===== src/rtl/fx_mul_arbiter_if.sv =====
// fx_mul_arbiter_if: requester and multiplier bus bundle for fx_mul_arbiter
//  req_valid/req_ready/req_a/req_b  requester issue handshake, lane i at [i*WIDTH +: WIDTH]
//  rsp_valid/rsp_result             one-hot product return, no backpressure
//  mul_*                            start/done link to the shared multiplier
interface fx_mul_arbiter_if #(
  parameter int WIDTH = 32,
  parameter int NREQ  = 4
);
  logic [NREQ-1:0]       req_valid, req_ready, rsp_valid;
  logic [NREQ*WIDTH-1:0] req_a, req_b;
  logic [WIDTH-1:0]      rsp_result, mul_a, mul_b, mul_result;
  logic                  mul_rst_n, mul_start, mul_done;
  modport slave (
    input  req_valid, req_a, req_b, mul_result, mul_done,
    output req_ready, rsp_valid, rsp_result, mul_rst_n, mul_start, mul_a, mul_b
  );
  modport master (
    output req_valid, req_a, req_b, mul_result, mul_done,
    input  req_ready, rsp_valid, rsp_result, mul_rst_n, mul_start, mul_a, mul_b
  );
endinterface


===== src/rtl/fx_mul_arbiter.sv =====
// fx_mul_arbiter: round-robin sharing of one pipelined fixed-point multiplier among NREQ requesters
//  clk, rst       clock and synchronous active-high reset
//  bus            fx_mul_arbiter_if.slave: requester handshake, response return, multiplier link
//  o_busy         ops accepted but not yet returned
//  o_err_orphan   sticky: multiplier done arrived with nothing outstanding
module fx_mul_arbiter #(
  parameter int WIDTH        = 32,
  parameter int QINT         = 16,
  parameter int NREQ         = 4,
  parameter int MUL_LATENCY  = 2,
  parameter int MAX_INFLIGHT = MUL_LATENCY + 3
) (
  input  logic            clk,
  input  logic            rst,
  fx_mul_arbiter_if.slave bus,
  output logic            o_busy,
  output logic            o_err_orphan
);
  localparam int TW = $clog2(NREQ);
  localparam int FW = MAX_INFLIGHT > 1 ? $clog2(MAX_INFLIGHT) : 1;
  localparam int CW = $clog2(MAX_INFLIGHT + 1);
  if (NREQ < 2 || QINT >= WIDTH) begin : g_cfg
    $error("fx_mul_arbiter: requires NREQ >= 2 and QINT < WIDTH");
  end
  logic [TW-1:0]    r_ptr, w_idx;
  logic [TW-1:0]    w_ord [NREQ];
  logic [TW-1:0]    r_tag [MAX_INFLIGHT];
  logic [FW-1:0]    r_wp, r_rp;
  logic [CW-1:0]    r_inflight;
  logic [WIDTH-1:0] r_a, r_b;
  logic             r_start, r_err, w_found, w_acc, w_pop;
  function automatic logic [FW-1:0] nxt(input logic [FW-1:0] p);
    return p == FW'(MAX_INFLIGHT - 1) ? '0 : p + 1'b1;
  endfunction
  for (genvar g = 0; g < NREQ; g++) begin : g_ord
    assign w_ord[g] = TW'((int'(r_ptr) + g) % NREQ);
  end
  // Scan from the farthest slot back to ptr so the first valid in rotation order wins
  always_comb begin
    w_idx   = '0;
    w_found = 1'b0;
    for (int k = NREQ - 1; k >= 0; k--) begin
      if (bus.req_valid[w_ord[k]]) begin
        w_idx   = w_ord[k];
        w_found = 1'b1;
      end
    end
  end
  // The tag FIFO holds exactly the inflight ops, so its occupancy is r_inflight
  assign w_acc          = !rst && w_found && r_inflight < CW'(MAX_INFLIGHT);
  assign w_pop          = !rst && bus.mul_done && r_inflight != '0;
  assign bus.req_ready  = w_acc ? NREQ'(1) << w_idx : '0;
  assign bus.rsp_valid  = w_pop ? NREQ'(1) << r_tag[r_rp] : '0;
  assign bus.rsp_result = bus.mul_result;
  assign bus.mul_rst_n  = !rst;
  assign bus.mul_start  = r_start && !rst;
  assign bus.mul_a      = r_a;
  assign bus.mul_b      = r_b;
  assign o_busy         = !rst && r_inflight != '0;
  assign o_err_orphan   = r_err && !rst;
  always_ff @(posedge clk) begin
    if (rst) begin
      r_ptr      <= '0;
      r_wp       <= '0;
      r_rp       <= '0;
      r_inflight <= '0;
      r_start    <= 1'b0;
      r_a        <= '0;
      r_b        <= '0;
      r_err      <= 1'b0;
    end else begin
      r_start    <= w_acc;
      r_inflight <= r_inflight + CW'(w_acc) - CW'(w_pop);
      if (w_acc) begin
        r_a   <= bus.req_a[w_idx*WIDTH +: WIDTH];
        r_b   <= bus.req_b[w_idx*WIDTH +: WIDTH];
        r_wp  <= nxt(r_wp);
        r_ptr <= w_idx == TW'(NREQ - 1) ? '0 : w_idx + 1'b1;
      end
      if (w_pop) r_rp <= nxt(r_rp);
      if (bus.mul_done && r_inflight == '0) r_err <= 1'b1;
    end
  end
  always_ff @(posedge clk) begin
    if (w_acc) r_tag[r_wp] <= w_idx;
  end
endmodule


===== src/flat_wrapper.sv =====
// flat-port wrapper written by rule: the top's interface ports become plain ports
module fx_mul_arbiter_flat 
#(
  parameter int WIDTH        = 32,
  parameter int QINT         = 16,
  parameter int NREQ         = 4,
  parameter int MUL_LATENCY  = 2,
  parameter int MAX_INFLIGHT = MUL_LATENCY + 3
)
  (clk, rst, o_busy, o_err_orphan, bus_req_valid, bus_req_a, bus_req_b, bus_mul_result, bus_mul_done, bus_req_ready, bus_rsp_valid, bus_rsp_result, bus_mul_rst_n, bus_mul_start, bus_mul_a, bus_mul_b);
  fx_mul_arbiter_if #(.WIDTH(WIDTH), .NREQ(NREQ)) bus_i ();
  input  logic clk;
  input  logic rst;
  output logic o_busy;
  output logic o_err_orphan;
  input wire logic [$bits(bus_i.req_valid)-1:0] bus_req_valid;
  input wire logic [$bits(bus_i.req_a)-1:0] bus_req_a;
  input wire logic [$bits(bus_i.req_b)-1:0] bus_req_b;
  input wire logic [$bits(bus_i.mul_result)-1:0] bus_mul_result;
  input wire logic [$bits(bus_i.mul_done)-1:0] bus_mul_done;
  output wire logic [$bits(bus_i.req_ready)-1:0] bus_req_ready;
  output wire logic [$bits(bus_i.rsp_valid)-1:0] bus_rsp_valid;
  output wire logic [$bits(bus_i.rsp_result)-1:0] bus_rsp_result;
  output wire logic [$bits(bus_i.mul_rst_n)-1:0] bus_mul_rst_n;
  output wire logic [$bits(bus_i.mul_start)-1:0] bus_mul_start;
  output wire logic [$bits(bus_i.mul_a)-1:0] bus_mul_a;
  output wire logic [$bits(bus_i.mul_b)-1:0] bus_mul_b;
  assign bus_i.req_valid = bus_req_valid;
  assign bus_i.req_a = bus_req_a;
  assign bus_i.req_b = bus_req_b;
  assign bus_i.mul_result = bus_mul_result;
  assign bus_i.mul_done = bus_mul_done;
  assign bus_req_ready = bus_i.req_ready;
  assign bus_rsp_valid = bus_i.rsp_valid;
  assign bus_rsp_result = bus_i.rsp_result;
  assign bus_mul_rst_n = bus_i.mul_rst_n;
  assign bus_mul_start = bus_i.mul_start;
  assign bus_mul_a = bus_i.mul_a;
  assign bus_mul_b = bus_i.mul_b;
  fx_mul_arbiter #(.WIDTH(WIDTH), .QINT(QINT), .NREQ(NREQ), .MUL_LATENCY(MUL_LATENCY), .MAX_INFLIGHT(MAX_INFLIGHT)) u_core (.clk(clk), .rst(rst), .bus(bus_i), .o_busy(o_busy), .o_err_orphan(o_err_orphan));
endmodule

===== config.mk =====
export PLATFORM = sky130hd
export DESIGN_NAME = fx_mul_arbiter_flat
export DESIGN_NICKNAME = d
export VERILOG_FILES = /design/src/rtl/fx_mul_arbiter_if.sv /design/src/rtl/fx_mul_arbiter.sv /design/src/flat_wrapper.sv
export SDC_FILE = /design/constraint.sdc
export NUM_CORES = 1
export LEC_CHECK = 0
export ABC_AREA = 1
export ABC_CLOCK_PERIOD_IN_PS = 3060
export CAP_MARGIN = 20
export CORE_AREA = 4 4 154 156
export CTS_CLUSTER_SIZE = 25
export DETAILED_ROUTE_END_ITERATION = 8
export DIE_AREA = 0 0 158 160
export PLACE_DENSITY_LB_ADDON = 0.15
export SYNTH_ARGS = -nofsm -noshare
export SYNTH_HDL_FRONTEND = slang
export SYNTH_SLANG_ARGS = --single-unit

===== constraint.sdc =====
create_clock -name clk -period 3.06 [get_ports clk]
set_input_delay 0.459 -clock clk [delete_from_list [all_inputs] [get_ports clk]]
set_output_delay 0.459 -clock clk [all_outputs]
set_load 0.01 [all_outputs]

-- Yosys cells after proc, flatten, opt, wreduce, memory -nomap -nowiden
Memory sizes are Yosys's and may differ from the RTL's. A register that Yosys moved wholly into a read port is not among the register bits.
Index checks and enable logic that the tools add are counted.
- register bits after elaboration: 77
- bits in latches: 0
- RAM bits: 10
- ROM bits: 0
- bits of input ports: 295
- output and inout port bits: 108
- memories: 1
- memories (name ; words ; width ; rd ports ; clocked after Yosys merged registers in ; wr ports ; line ; source):
    u_core.r_tag ; 5 ; 2 ; 1 ; 1 ; 1 ; fx_mul_arbiter.sv:27 ; logic [TW-1:0] r_tag [MAX_INFLIGHT];
- add/sub/neg operators: 8
- multiply operators: 0
- divide/modulo/power cells: 0
- magnitude comparators: 5
- eq/ne operators: 3
- shift-type cells: 4
- mux-type cells: 25
- bitwise logic cells: 0
- reductions and logical operators: 11
- operators by type and width (operator ; number):
    variable part select 128 x 8 -> 32 bit ; 2
    less-than comparator 2 x 3 -> 1 bit, second input constant ; 4
    2-to-1 mux 3 bit ; 4
    2-to-1 mux 1 bit ; 10
    2-to-1 mux 2 bit ; 5
    binary-select mux 1 bit (select 2 bit) ; 4
    logical AND 1 bit ; 8
    2-to-1 mux 4 bit ; 2
    left shift 1 x 2 -> 4 bit, first input constant ; 2
    adder 3 x 1 -> 3 bit, second input constant ; 2
    equality test 3 bit, second input constant ; 2
    adder 2 x 1 -> 2 bit, second input constant ; 2
    adder 2 bit, second input constant ; 2
    adder 3 x 1 -> 3 bit ; 1
    zero test 3 bit ; 1
    less-than comparator 3 bit, second input constant ; 1
    nonzero test 3 bit ; 1
    subtractor 3 x 1 -> 3 bit ; 1
    equality test 2 bit, second input constant ; 1
    zero test 1 bit ; 1

-- Depth between registers and ports, before layout
- word-level depth: 11
- mapped depth: 14
- gate-level depth less buffers: 13

-- Worst setup path before layout
Ideal clock, no wire load.
- path kind: input port to flip-flop
- start: input bus_req_valid[1]
- end: register u_core.r_inflight[2]
- data arrival time: 2.078 ns
- setup slack: 0.854 ns
- stages: 12
- buffers on the path: 1
- cells stage by stage: inv_1 nand2_1 nand3_1 nand3_1 nand3b_1 nand2_2 inv_2 buf_2 ha_1 fa_1 xnor2_1 nor2_1
- cells in the longest elaborated chain, start to end: 10
- elaborated cells on any way between the ends: 16
- classes of those cells: add/sub (2); mux (12); reduce/logical (2)
- RTL lines (element ; line ; source):
    start: declaration ; flat_wrapper.sv:16 ; input wire logic [$bits(bus_i.req_valid)-1:0] bus_req_valid;
    binary-select mux 1 bit (select 2 bit) ; fx_mul_arbiter.sv:43 ; if (bus.req_valid[w_ord[k]]) begin
    2-to-1 mux 1 bit (implied by the code) ; fx_mul_arbiter.sv:43 ;
    2-to-1 mux 1 bit (3 in series) ; fx_mul_arbiter.sv:43 ;
    2-to-1 mux 1 bit * ; fx_mul_arbiter.sv:43 ;
    logical AND 1 bit * (2 in series) ; fx_mul_arbiter.sv:50 ; assign w_acc = !rst && w_found && r_inflight < CW'(MAX_INFLIGHT);
    named net u_core.w_acc ; fx_mul_arbiter.sv:31 ; logic r_start, r_err, w_found, w_acc, w_pop;
    adder 3 x 1 -> 3 bit * ; fx_mul_arbiter.sv:73 ; r_inflight <= r_inflight + CW'(w_acc) - CW'(w_pop);
    subtractor 3 x 1 -> 3 bit * ; fx_mul_arbiter.sv:73 ;
    end signal: assignment ; fx_mul_arbiter.sv:73 ;
    end: declaration ; fx_mul_arbiter.sv:29 ; logic [CW-1:0] r_inflight;
Mark *: on every way through the listed nets, which the timed path passes. The rest lies on a longest branch. The select of a mux whose other input is x is not followed.
A chain may end at the register's enable or synchronous reset.

-- Final worst setup path
- start: input bus_req_valid[1]
- end: output bus_req_ready[0]
- cells in the longest elaborated chain, start to end: 9
- elaborated cells on any way between the ends: 20
- classes of those cells: shift (1); mux (17); reduce/logical (2)
- RTL lines (element ; line ; source):
    binary-select mux 1 bit (select 2 bit) ; fx_mul_arbiter.sv:43 ;
    2-to-1 mux 1 bit (implied by the code) ; fx_mul_arbiter.sv:43 ;
    2-to-1 mux 1 bit (4 in series) ; fx_mul_arbiter.sv:43 ;
    logical AND 1 bit (2 in series) ; fx_mul_arbiter.sv:50 ;
    2-to-1 mux 4 bit * ; fx_mul_arbiter.sv:52 ; assign bus.req_ready = w_acc ? NREQ'(1) << w_idx : '0;
    end: declaration ; flat_wrapper.sv:21 ; output wire logic [$bits(bus_i.req_ready)-1:0] bus_req_ready;
Every way passes the cells marked *; elsewhere a longest branch is shown, timed or not. The select of a mux whose other input is x is not followed.

==> flow_summary.rst <==
.. list-table::
   :header-rows: 1

   * - Metric
     - Value
   * - Worst setup EP type
     - primary output
   * - Total via count after detailed routing
     - 7197
   * - Count of routing violations after the opening detailed-route iteration
     - 450
   * - Crit Path Max Fanout
     - 5
   * - Type of origin of the critical path
     - primary input
   * - Mapped Nets
     - 1241
   * - Area after detailed placement
     - 0.009284 sq mm
   * - Total detailed-routing wirelength
     - 26380 um
   * - Clock Tree Buf Depth
     - 2
   * - Area inside the core boundary
     - 0.02237 sq mm
   * - Post-synthesis cell count
     - 933
   * - Post-DP HPWL
     - 18450 um
   * - Setup_tns
     - 0 ps
   * - Worst hold-check path type
     - flip-flop to flip-flop
   * - Cell leakage power
     - 4.139 nW
   * - Initial cell density of the core
     - 27.16%
   * - Depth of the CTS H-tree
     - 3
   * - Maximum clock rate
     - 376.4 MHz
   * - Most frequent cells in the layout
     - sky130_fd_sc_hd__nand3_1, sky130_fd_sc_hd__clkdlybuf4s50_1, sky130_fd_sc_hd__nand2_1
   * - Inserted Diodes
     - 0
   * - Ports placed on the boundary
     - 403
   * - Clock-pin transition on the worst setup and hold timing paths
     - 70 ps
   * - Register-to-register path setup slack
     - 570 ps
   * - Part of the Yosys area used for sequential elements
     - 31.31%
   * - Reg-to-reg startpoint
     - u_core.r_ptr[0]
   * - Mean area per synthesized cell
     - 6.509 sq um
   * - Number of global-route vias before repair
     - 7081
   * - Min-Delay Path Depth
     - 2
   * - Pre-Repair DR Iteration Count
     - 5
   * - Crit path kind
     - primary input to primary output
   * - Endpoint of the worst register-to-register path
     - u_core.bus.mul_a[22]
   * - Number of port buffers
     - 338
   * - Remaining global-route overflow
     - 0
   * - Summed instance area of the synthesized netlist
     - 0.006073 sq mm
   * - Root buf cell
     - sky130_fd_sc_hd__clkbuf_16
   * - FF+latch count, synth
     - 90
   * - Number of antenna violations at the first check in global routing
     - 3
   * - Slew HR
     - 44.56%
   * - Gp weighted congestion
     - 0.7977
   * - Arrival time at the worst endpoint
     - 2200 ps
   * - Fin crit share
     - 86.82%
   * - Vertical extent of the die
     - 160 um
   * - DRC errors left
     - 0
   * - Via count normalized by instance count
     - 4.883
   * - Tmin final
     - 2657 ps
   * - Clock latency on the worst-skew pair
     - 340 ps
   * - Average routed wire per standard cell
     - 17.89 um
   * - Skew final
     - 6.022 ps
   * - Maximum number of pins on one net before global-route repair
     - 129
   * - Setup repair after global routing missed its margin
     - false
   * - Chip width
     - 158 um
   * - VDD IR max
     - 0.0006863 V
   * - Max-cap violation count
     - 0
   * - R2R cell count
     - 10
   * - Clock sinks
     - 90
   * - Share of cells above drive strength 1
     - 3.532%
   * - Total GRT Usage
     - 19.82%
   * - Result of the run
     - finished, final reports clean
   * - Die Footprint
     - 0.02528 sq mm
   * - Clock tree from TritonCTS
     - built
   * - Number of routed nets with antenna violations
     - 0
   * - Areal power density over the cells
     - 985.7 mW/mm^2
   * - Final-stage net count
     - 1492
   * - Total of endpoints with negative setup slack in the final report
     - 0
   * - Num CTS Buffers
     - 9
   * - Yosys warning total
     - 0
   * - Row Count
     - 55
   * - Area Growth Syn to Fin
     - 57.83%
   * - First-pass GRT wire length
     - 39470 um
   * - Number of hold violations in the final report
     - 0
   * - Hold_sp
     - u_core.r_err
   * - Most common library cell in the layout ignoring fill and taps
     - sky130_fd_sc_hd__nand3_1
   * - Final slew viol count
     - 0
   * - Final std cell area, no fill
     - 0.009585 sq mm
   * - Count of distinct cell types in the synthesized netlist
     - 29
   * - Actual transition at the worst max-transition pin
     - 831.7 ps
   * - Min-Delay Endpoint
     - u_core.r_err
   * - Required time reported for the critical path endpoint
     - 2600 ps
   * - Overall power
     - 9.449 mW
==> critical path, cell delays in order <==
cell and delay (ps):
sky130_fd_sc_hd__clkdlybuf4s50_1 460, sky130_fd_sc_hd__inv_1 60, sky130_fd_sc_hd__nand2_1 80, sky130_fd_sc_hd__nand3_1 120
sky130_fd_sc_hd__nand2_1 110, sky130_fd_sc_hd__nand3_2 90, sky130_fd_sc_hd__nand2_1 110, sky130_fd_sc_hd__nand2_4 80
sky130_fd_sc_hd__nand2_4 110, sky130_fd_sc_hd__inv_1 70, sky130_fd_sc_hd__ha_1 190, sky130_fd_sc_hd__inv_1 50
sky130_fd_sc_hd__nor2_1 30, sky130_fd_sc_hd__dlymetal6s2s_1 170
==> power breakdown <==
group	switching, mW	leakage, nW	internal, mW	total [mW]
logic	3.87	3.24	2.49	6.36
registers	0.259	0.759	1.72	1.98
clock network	0.535	0.142	0.574	1.11
total	4.67	4.14	4.78	9.45
==> registers in the layout, indices dropped and copies added, names as in the netlist, named ones only <==
signal,flops
u_core.r_rp,3
u_core.r_tag,10
u_core.r_err,1
u_core.r_ptr,2
u_core.r_wp,3
u_core.bus.mul_b,32
u_core.r_start,1
u_core.r_inflight,3
u_core.bus.mul_a,32
==> through the flow <==
stage | std cells | utilization (%) | hold slack, ps | setup slack, ps
global placement | 1458 | 41.51 | 446.7 | 66.76
finish | 1474 | 42.86 | 458.4 | 403.4
global route | 1474 | 42.86 | 484.9 | 235.8
CTS | 1474 | 42.81 | 463.2 | 42.99
detailed placement | 1458 | 41.51 | 452.2 | 38.68
floorplan | 933 | - | 436.5 | 854.3
==> cell type report <==
cell class / instances / area, sq um
Timing Repair Buffer: 352 / 3548
Tap cell: 285 / 356.6
Clock inverter: 7 / 65.06
Inverter: 39 / 146.4
Multi-Input combinational cell: 692 / 3341
Clock buffer: 9 / 225.2
Fill cell: 2389 / 12780
Sequential cell: 90 / 1903
==> timing repair <==
action | CTS | global route
buffers inserted | 0 | 0
endpoints found under the setup margin | 4 | 4
hold buffers | 0 | 0
gates resized for setup | 1 | 4
==> layer usage <==
| layer | GRT usage [%] | up-vias | part of all wire (%) | wire [um] |
|---|---|---|---|---|
| li1 | - | 3621 | - | - |
| met1 | 23.32 | 3277 | 40 | 10640 |
| met2 | 34.33 | 263 | 48 | 12780 |
| met3 | 6.667 | 30 | 9.3 | 2461 |
| met4 | 5.273 | 6 | 1.7 | 455 |
| met5 | 0 | - | 0.15 | 40 |
==> how the worst max path moves through the flow <==
stage / start / to / slack, ps / cells after the start
global route: bus_req_valid[0] / bus_req_ready[0] / 240 / 14
floorplan: bus_req_valid[1] / u_core.r_inflight[2] / 850 / 12
CTS: bus_req_valid[1] / bus_req_ready[2] / 40 / 13
detailed placement: bus_req_valid[1] / bus_req_ready[2] / 40 / 13
global placement: bus_req_valid[1] / bus_req_ready[2] / 70 / 13
finish: bus_req_valid[1] / bus_req_ready[0] / 400 / 14
==> logic make-up (layout without fill, tap and decap cells) <==
family	count (synthesis)	in the layout	synth area share, %
AND/OR/NAND/NOR	649	649	48.64
buffers and inverters	151	407	14.26
flip-flops	90	90	31.31
AO/OA/AOI/OAI	28	28	2.699
adder cells (fa/ha/maj)	13	13	2.802
XOR/XNOR	2	2	0.2885
==> cell usage after synthesis (all sizes together) <==
cell type / n / area share [%]
clkinv: 1 / 0.062
ha: 12 / 2.5
a21oi: 12 / 1.1
nor4: 1 / 0.10
nor3: 4 / 0.33
nand3: 392 / 32
nand3b: 2 / 0.25
a211oi: 2 / 0.25
o21ai: 11 / 0.97
a211o: 1 / 0.14
inv: 38 / 2.3
buf: 98 / 11
nor2: 23 / 1.4
nand2: 227 / 14
xnor2: 2 / 0.29
fa: 1 / 0.33
o32ai: 2 / 0.29
edfxtp: 10 / 4.9
dfxtp: 80 / 26
clkbuf: 14 / 0.87
(Power assumes the default switching activity.)
